<file path="src/rtl/alu_defs.sv">
// Shared definitions for the ALU control path: word size, ALU op codes,
// main-control ALUOp classes, R-type funct fields and issue FSM states.
package alu_defs;

   localparam int WORD_SIZE_DEF = 32;

   localparam logic [3:0] ALU_AND = 4'b0000;
   localparam logic [3:0] ALU_OR  = 4'b0001;
   localparam logic [3:0] ALU_ADD = 4'b0010;
   localparam logic [3:0] ALU_SUB = 4'b0110;
   localparam logic [3:0] ALU_SLT = 4'b0111;
   localparam logic [3:0] ALU_NOP = 4'b1111;

   localparam logic [1:0] ALUOP_ADD   = 2'b00;
   localparam logic [1:0] ALUOP_SUB   = 2'b01;
   localparam logic [1:0] ALUOP_FUNCT = 2'b10;
   localparam logic [1:0] ALUOP_ILL   = 2'b11;

   localparam logic [5:0] FUNCT_ADD = 6'b100000;
   localparam logic [5:0] FUNCT_SUB = 6'b100010;
   localparam logic [5:0] FUNCT_AND = 6'b100100;
   localparam logic [5:0] FUNCT_OR  = 6'b100101;
   localparam logic [5:0] FUNCT_SLT = 6'b101010;

   typedef enum logic [1:0] {
      ST_IDLE = 2'b00,
      ST_EXEC = 2'b01,
      ST_CAPT = 2'b10,
      ST_RESP = 2'b11
   } issue_state_t;

endpackage

</file>
<file path="src/rtl/alu_op_decode.sv">
// Combinational ALU control decode: main ALUOp class plus funct field to
// the 4-bit ALU operation; undecodable combinations yield NOP and illegal.
module alu_op_decode
   import alu_defs::*;
(
   input  logic [1:0] aluop,
   input  logic [5:0] funct,
   output logic [3:0] op,
   output logic       illegal
);

   // Translate the instruction class and funct field into an ALU op
   always_comb begin
      op      = ALU_NOP;
      illegal = 1'b0;
      case (aluop)
         ALUOP_ADD: op = ALU_ADD;
         ALUOP_SUB: op = ALU_SUB;
         ALUOP_FUNCT: begin
            case (funct)
               FUNCT_ADD: op = ALU_ADD;
               FUNCT_SUB: op = ALU_SUB;
               FUNCT_AND: op = ALU_AND;
               FUNCT_OR:  op = ALU_OR;
               FUNCT_SLT: op = ALU_SLT;
               default: begin
                  op      = ALU_NOP;
                  illegal = 1'b1;
               end
            endcase
         end
         ALUOP_ILL: begin
            op      = ALU_NOP;
            illegal = 1'b1;
         end
         default: begin
            op      = ALU_NOP;
            illegal = 1'b1;
         end
      endcase
   end

endmodule

</file>
<file path="src/rtl/alu_issue_ctrl.sv">
// Issue controller for the registered ALU: accepts one decoded op, holds
// the ALU inputs across its registering edge and returns result and branch.
module alu_issue_ctrl
   import alu_defs::*;
#(
   parameter int WORD_SIZE = WORD_SIZE_DEF
) (
   input  logic                 clk,
   input  logic                 rst_n,
   input  logic                 req_valid,
   output logic                 req_ready,
   input  logic [1:0]           req_aluop,
   input  logic [5:0]           req_funct,
   input  logic                 req_bne,
   input  logic [WORD_SIZE-1:0] req_a,
   input  logic [WORD_SIZE-1:0] req_b,
   output logic                 resp_valid,
   input  logic                 resp_ready,
   output logic [WORD_SIZE-1:0] resp_result,
   output logic                 resp_zero,
   output logic                 resp_taken,
   output logic                 resp_illegal,
   output logic [3:0]           alu_op,
   output logic [WORD_SIZE-1:0] alu_a,
   output logic [WORD_SIZE-1:0] alu_b,
   input  logic [WORD_SIZE-1:0] alu_result,
   input  logic                 alu_zero,
   output logic                 busy
);

   issue_state_t state_r;
   logic [3:0]   dec_op_s;
   logic         dec_illegal_s;
   logic         branch_r;
   logic         bne_r;
   logic         illegal_r;

   alu_op_decode u_decode (
      .aluop   (req_aluop),
      .funct   (req_funct),
      .op      (dec_op_s),
      .illegal (dec_illegal_s)
   );

   assign req_ready = (state_r == ST_IDLE);

   // Issue FSM; ALU inputs only move at the accepting edge so the ALU,
   // which samples every clock, keeps producing the same result.
   always_ff @(posedge clk) begin
      if (!rst_n) begin
         state_r      <= ST_IDLE;
         alu_op       <= ALU_NOP;
         alu_a        <= '0;
         alu_b        <= '0;
         branch_r     <= 1'b0;
         bne_r        <= 1'b0;
         illegal_r    <= 1'b0;
         resp_valid   <= 1'b0;
         resp_result  <= '0;
         resp_zero    <= 1'b0;
         resp_taken   <= 1'b0;
         resp_illegal <= 1'b0;
         busy         <= 1'b0;
      end else begin
         case (state_r)
            ST_IDLE: begin
               if (req_valid) begin
                  alu_op    <= dec_op_s;
                  alu_a     <= req_a;
                  alu_b     <= req_b;
                  branch_r  <= (req_aluop == ALUOP_SUB);
                  bne_r     <= req_bne;
                  illegal_r <= dec_illegal_s;
                  busy      <= 1'b1;
                  state_r   <= ST_EXEC;
               end
            end
            ST_EXEC: state_r <= ST_CAPT;
            ST_CAPT: begin
               resp_result  <= alu_result;
               resp_zero    <= alu_zero;
               resp_taken   <= branch_r & (alu_zero ^ bne_r);
               resp_illegal <= illegal_r;
               resp_valid   <= 1'b1;
               state_r      <= ST_RESP;
            end
            ST_RESP: begin
               if (resp_ready) begin
                  resp_valid <= 1'b0;
                  busy       <= 1'b0;
                  state_r    <= ST_IDLE;
               end
            end
            default: begin
               state_r    <= ST_IDLE;
               resp_valid <= 1'b0;
               busy       <= 1'b0;
            end
         endcase
      end
   end

endmodule
</file>
<file path="config.mk">
export PLATFORM = sky130hd
export DESIGN_NAME = alu_issue_ctrl
export DESIGN_NICKNAME = d
export VERILOG_FILES = /design/src/rtl/alu_defs.sv /design/src/rtl/alu_op_decode.sv /design/src/rtl/alu_issue_ctrl.sv
export SDC_FILE = /design/constraint.sdc
export NUM_CORES = 1
export LEC_CHECK = 0
export CORE_UTILIZATION = 30
export CTS_BUF_LIST = sky130_fd_sc_hd__clkbuf_2 sky130_fd_sc_hd__clkbuf_4 sky130_fd_sc_hd__clkbuf_8
export CTS_CLUSTER_SIZE = 8
export DETAILED_ROUTE_END_ITERATION = 12
export GPL_TIMING_DRIVEN = 0
export HOLD_SLACK_MARGIN = 0.12
export PLACE_DENSITY = 0.75
export SLEW_MARGIN = 20
export SYNTH_ARGS = -nofsm -noshare
export SYNTH_HDL_FRONTEND = slang
export SYNTH_HIERARCHICAL = 1
export SYNTH_SLANG_ARGS = --single-unit
</file>
<file path="constraint.sdc">
create_clock -name clk -period 2.5 [get_ports clk]
set_input_delay 0.375 -clock clk [delete_from_list [all_inputs] [get_ports clk]]
set_output_delay 0.375 -clock clk [all_outputs]
set_load 0.01 [all_outputs]
</file>
======== Word level (Yosys, flattened, before mapping) ========
Index checks and enable logic that the tools add are counted.
word-level totals
  register bits ........................... 110
  input bits .............................. 110
  output and inout bits ................... 106
cells by class
  muxes and demuxes ....................... 11
  reduce and logical (&&, ||, !) cells .... 9
  bitwise operators ....................... 2
  equal/unequal tests ..................... 13
operators with widths
  cell                  count
  $eq A6 B6 Y1 const B  5
  $pmux W4 S5           1
  $pmux W4 S4           1
  $eq A2 B2 Y1 const B  4
  $pmux W2 S4           1
  $pmux W1 S2           3
  $reduce_and A2 Y1     3
  $reduce_or A5 Y1      1
  $eq A2 B1 Y1 const B  2
  $logic_not A2 Y1      2
  $mux W2               2
  $ne A2 B2 Y1 const B  2
  $reduce_bool A2 Y1    2
  $mux W1               3
  $reduce_and A3 Y1     1
  $and A1 B1 Y1         1
  $xor A1 B1 Y1         1

======== Logic depth before layout (Yosys ltp) ========
  depth after elaboration ................. 4
  depth in mapped cells ................... 7
  mapped depth without buffers ............ 5

======== Modules after synthesis ========
Netlist, hierarchy kept.
by module, submodules not included
  module          area each (sq um)  seq. area each (sq um)  instances  cells each
  alu_issue_ctrl  4204.0             2202.1                  1          450
  alu_op_decode   92.6               0.0                     1          12

======== Worst setup path after synthesis ========
No wires, ideal clock.
  kind .................................... reg-to-reg
  start ................................... reg state_r[0]
  end ..................................... reg state_r[0]
  stages on the path, launching flop included .. 7
  setup time .............................. 0.127 ns
  buffers on the path ..................... 2
  arrival time ............................ 1.168 ns
  slack ................................... 1.205 ns
  required time ........................... 2.373 ns
  path through ............................ dfxtp_1 inv_1 ha_1 buf_4 buf_4 o21ai_0 mux2i_1
on the way
  word-level cells in the longest chain between the ends .. 3
  elaborated cells on any way between the ends .. 8
ends and longest elaborated chain
  element                                           line                  text
  start, declared                                   alu_issue_ctrl.sv:31  issue_state_t state_r;
  start signal, assigned                            alu_issue_ctrl.sv:51  state_r <= ST_IDLE;
  start signal, assigned                            alu_issue_ctrl.sv:75  state_r <= ST_EXEC;
  start signal, assigned                            alu_issue_ctrl.sv:78  ST_EXEC: state_r <= ST_CAPT;
  $eq A2 B2 Y1 or $logic_not A2 Y1 (tied branches)  alu_issue_ctrl.sv:65  case (state_r)
  $ne A2 B2 Y1 (no line)                            n/a
  $reduce_and A2 Y1 (no line)                       n/a
Parallel ways exist; a longest one is shown, timed or not.
A chain may end at the register's enable or synchronous reset.

======== Final worst setup path ========
  start ................................... reg state_r[0]
  end ..................................... out req_ready
on the way
  word-level cells in the longest chain between the ends .. 1
ends and longest elaborated chain
  element           line                  text
  $logic_not A2 Y1  alu_issue_ctrl.sv:45  assign req_ready = (state_r == ST_IDLE);
  end, declared     alu_issue_ctrl.sv:11  output logic req_ready,
Every way passes these cells.

==> impl_metrics.ini <==
[outcome]
status = completed

[timing]
drv_slew = 0
final.setup_skew_ps = 12.30
timing.final.crit_share_pct = 77.68
number_of_endpoints_failing_setup_at_the_final_stage = 0
layout_setup_ws_ps = 557.9
rsz0062_at_grt = no
holdWs_ps = 344.5
fmax_mhz = 514.9
finalCriticalPeriod_ps = 1942
final-hold-violation-count = 0
worst_tran_pin_value_ps = 457.3
setup-tns-final_ps = 0
slew_headroom_pct = 69.51

[placement]
dpl.cell_count = 856
dp.final_hpwl_mm = 9.164
port_buffers = 214
post-place-ws_ps = 660.9
routabilityCongestion = 0.7509

[yosys]
synth_largest_type_area_fraction_pct = 51.25
yosysMostFrequentCell = nand2_1
cell_types_occupying_the_most_area_after_synthesis = dfxtp_1 (51%), nand2_1 (13%), a21boi_1 (12%), mux2i_1 (8.4%), nor2b_1 (5.2%)
synth_edf_count = 0
number_of_distinct_library_cells_after_synthesis = 29
synth.top_cells.by_count = nand2_1 (148), dfxtp_1 (110), a21boi_1 (66), mux2i_1 (36), nor2b_1 (36)
synth_sequential_area_ratio_pct = 51.25
synth.net_count = 576
synthArstFlopShare_pct = 0
synth_area_leader_cell = dfxtp_1
mean_syn_cell_area_sq_um = 9.300
yosys_warn_count = 6
postSynthRegisterBits = 110
synth.cell_area_sq_um = 4297
syn_inst = 462
top_reg_cell_synth = dfxtp_1

[grt]
global_route_total_overflow = 0
antenna_violations_before_repair = 0
grt_pass1_vias = 3896
grt_max_degree = 17
global_route_wire_length_before_repair_mm = 18.59
grt_util_all_layers_pct = 16.08

[setup_path]
critical_path.startpoint_type = register
crit_path_cell_trace = inv_1 -> ha_1 -> clkdlybuf4s50_1
critical_path_arrival_ps = 1570
timing.rr.start = state_r[1]$_SDFFE_PN0P_
critPathBufInv = 2
worstSetupEndpointType = output pin
timing.reg2reg.worst_path_depth = 6
rr_endpoint = branch_r$_SDFFE_PN0P_
crit_path_max_incr_delay_ps = 560
critical_path.max_fanout = 3
reg2reg_slack_ps = 920
required_ps = 2120
criticalPathCategory = register to output pin
cpMaxStageDelayCell = clkdlybuf4s50_1
critPathTopFamily = buffers and inverters

[hold_path]
holdCritPathClass = primary input to register
hold_path.startpoint = rst_n
worstHoldEndpoint = state_r[0]$_SDFFE_PN0P_
worstHoldPathCells = 3

[route]
dr.first_iter.drc_count = 100
ant_nets = 0
dr.pass1.iters = 4
remaining_drc_errors = 0
wl_per_cell_um = 13.48
via_count = 3833
route.detailed.vias_per_inst = 4.396
finalWirelength_mm = 11.75

[clocking]
clkSinkCount = 110
cts_hold_buf = 0
postCtsResizedCells = 0
clk_pin_slew_ps = 90
cts_made_buffers = 9
clock_tree_from_tritoncts = done
number_of_buffers_added_for_setup_after_cts = 0
cts_root_buf = clkbuf_8
clk-insertion-delay-late_ps = 380
cts_buffer_depth = 2
htree_levels = 3

[final_layout]
drive_above_1_share_pct = 5.636
multi_input_comb_area_sq_um = 1873
layoutNonFillerInstCount = 872
finish.net_count = 801
regArea_sq_um = 2202
antenna-diode-count = 0
area_growth_pct = 59.96
filler_cell_count = 1296

[power]
p_leak_nw = 2.514
report.power.total_mw = 5.756
vdd.ir_drop.worst_mv = 0.2958
power.density_cell_area_nw_per_um2 = 837.5

[die]
start_util_pct = 30.83
core_outline_area_sq_um = 13930
design.portCount = 216
die-area_sq_um = 14800
rows = 43
die_h_um = 121.7
die_x_um = 121.7

[run]
max_cap_violations = 0
cells by family after synthesis:
kind of cell,after synthesis,share of synthesized area [%]
and+or+nand+nor,199,20.33
DFF,110,51.25
AOI/OAI and AO/OA,77,13.51
muxes,36,8.387
buffers and inverters,35,5.154
adders and majority gates,4,1.165
xor gates and xnor gates,1,0.2039
sequential cells by signal, indices dropped and copies added (netlist names), 2 cells and up:
register     cells
alu_op           4
state_r          2
alu_b           32
resp_result     32
alu_a           32
per-stage QoR:
stage / cell area [sq um] / utilization, %
floorplan: 4297 / -
global placement: 6664 / 47.82
detailed placement: 6664 / 47.82
CTS: 6873 / 49.32
global route: 6873 / 49.32
finish: 6873 / 49.32
how the worst max path moves through the flow:
stage                       startpoint                       to  slack (ps)  cells after the start
2_1_floorplan  state_r[0]$_SDFFE_PN0P_  state_r[0]$_SDFFE_PN0P_        1210                      6
3_3_place_gp              req_funct[5]   alu_op[3]$_SDFFE_PN1P_         720                      6
3_5_place_dp                 req_valid    alu_b[2]$_SDFFE_PN0P_         660                      5
4_1_cts        state_r[0]$_SDFFE_PN0P_                req_ready         530                      3
5_1_grt        state_r[0]$_SDFFE_PN0P_                req_ready         460                      3
6_report       state_r[0]$_SDFFE_PN0P_                req_ready         560                      3
routing by layer:
metal  share of wire (%)  GRT usage (%)  wire length [um]
met5                   0              0                 0
met2                  47          27.41              5573
met3                 7.9          5.571               927
met1                  42          17.89              4933
met4                 2.7          7.562               317
worst min-delay path: stages:
cell and delay, ps:
buf_4 160, nand2_1 70, mux2i_1 60
power by group:
group	internal, mW	leakage (nW)	switching, mW
Clock	0.515	0.110	0.583
Combinational	1.27	1.51	1.09
Sequential	2.11	0.899	0.186
final cells by class:
class                           count  area share [%]
Timing Repair Buffer              214           31.17
Inverter                            4          0.2185
Clock inverter                      1          0.1274
Sequential cell                   110           32.04
Clock buffer                       15           2.913
Buffer                             31           3.004
Tap cell                          180           3.277
Multi-Input combinational cell    317           27.25
placed cells by master (no fill, tap or decap), types with 2 or more instances in the layout:
cell             Yosys  final
mux2i_1             36     36
buf_2                9      9
a21boi_1            66     66
o21ai_0              2      2
buf_6                9      9
dfxtp_1            110    110
ha_1                 4      4
nand3_1              6      6
nand3b_1             2      2
o31a_1               2      2
clkdlybuf4s50_1      0    214
nor2_1               2      2
inv_1                4      4
clkbuf_1            10     10
nand2_1            148    148
nor2b_1             36     36
buf_4                3      3
clkbuf_8             0     14
No activity file was read; power rests on OpenSTA's default activity.
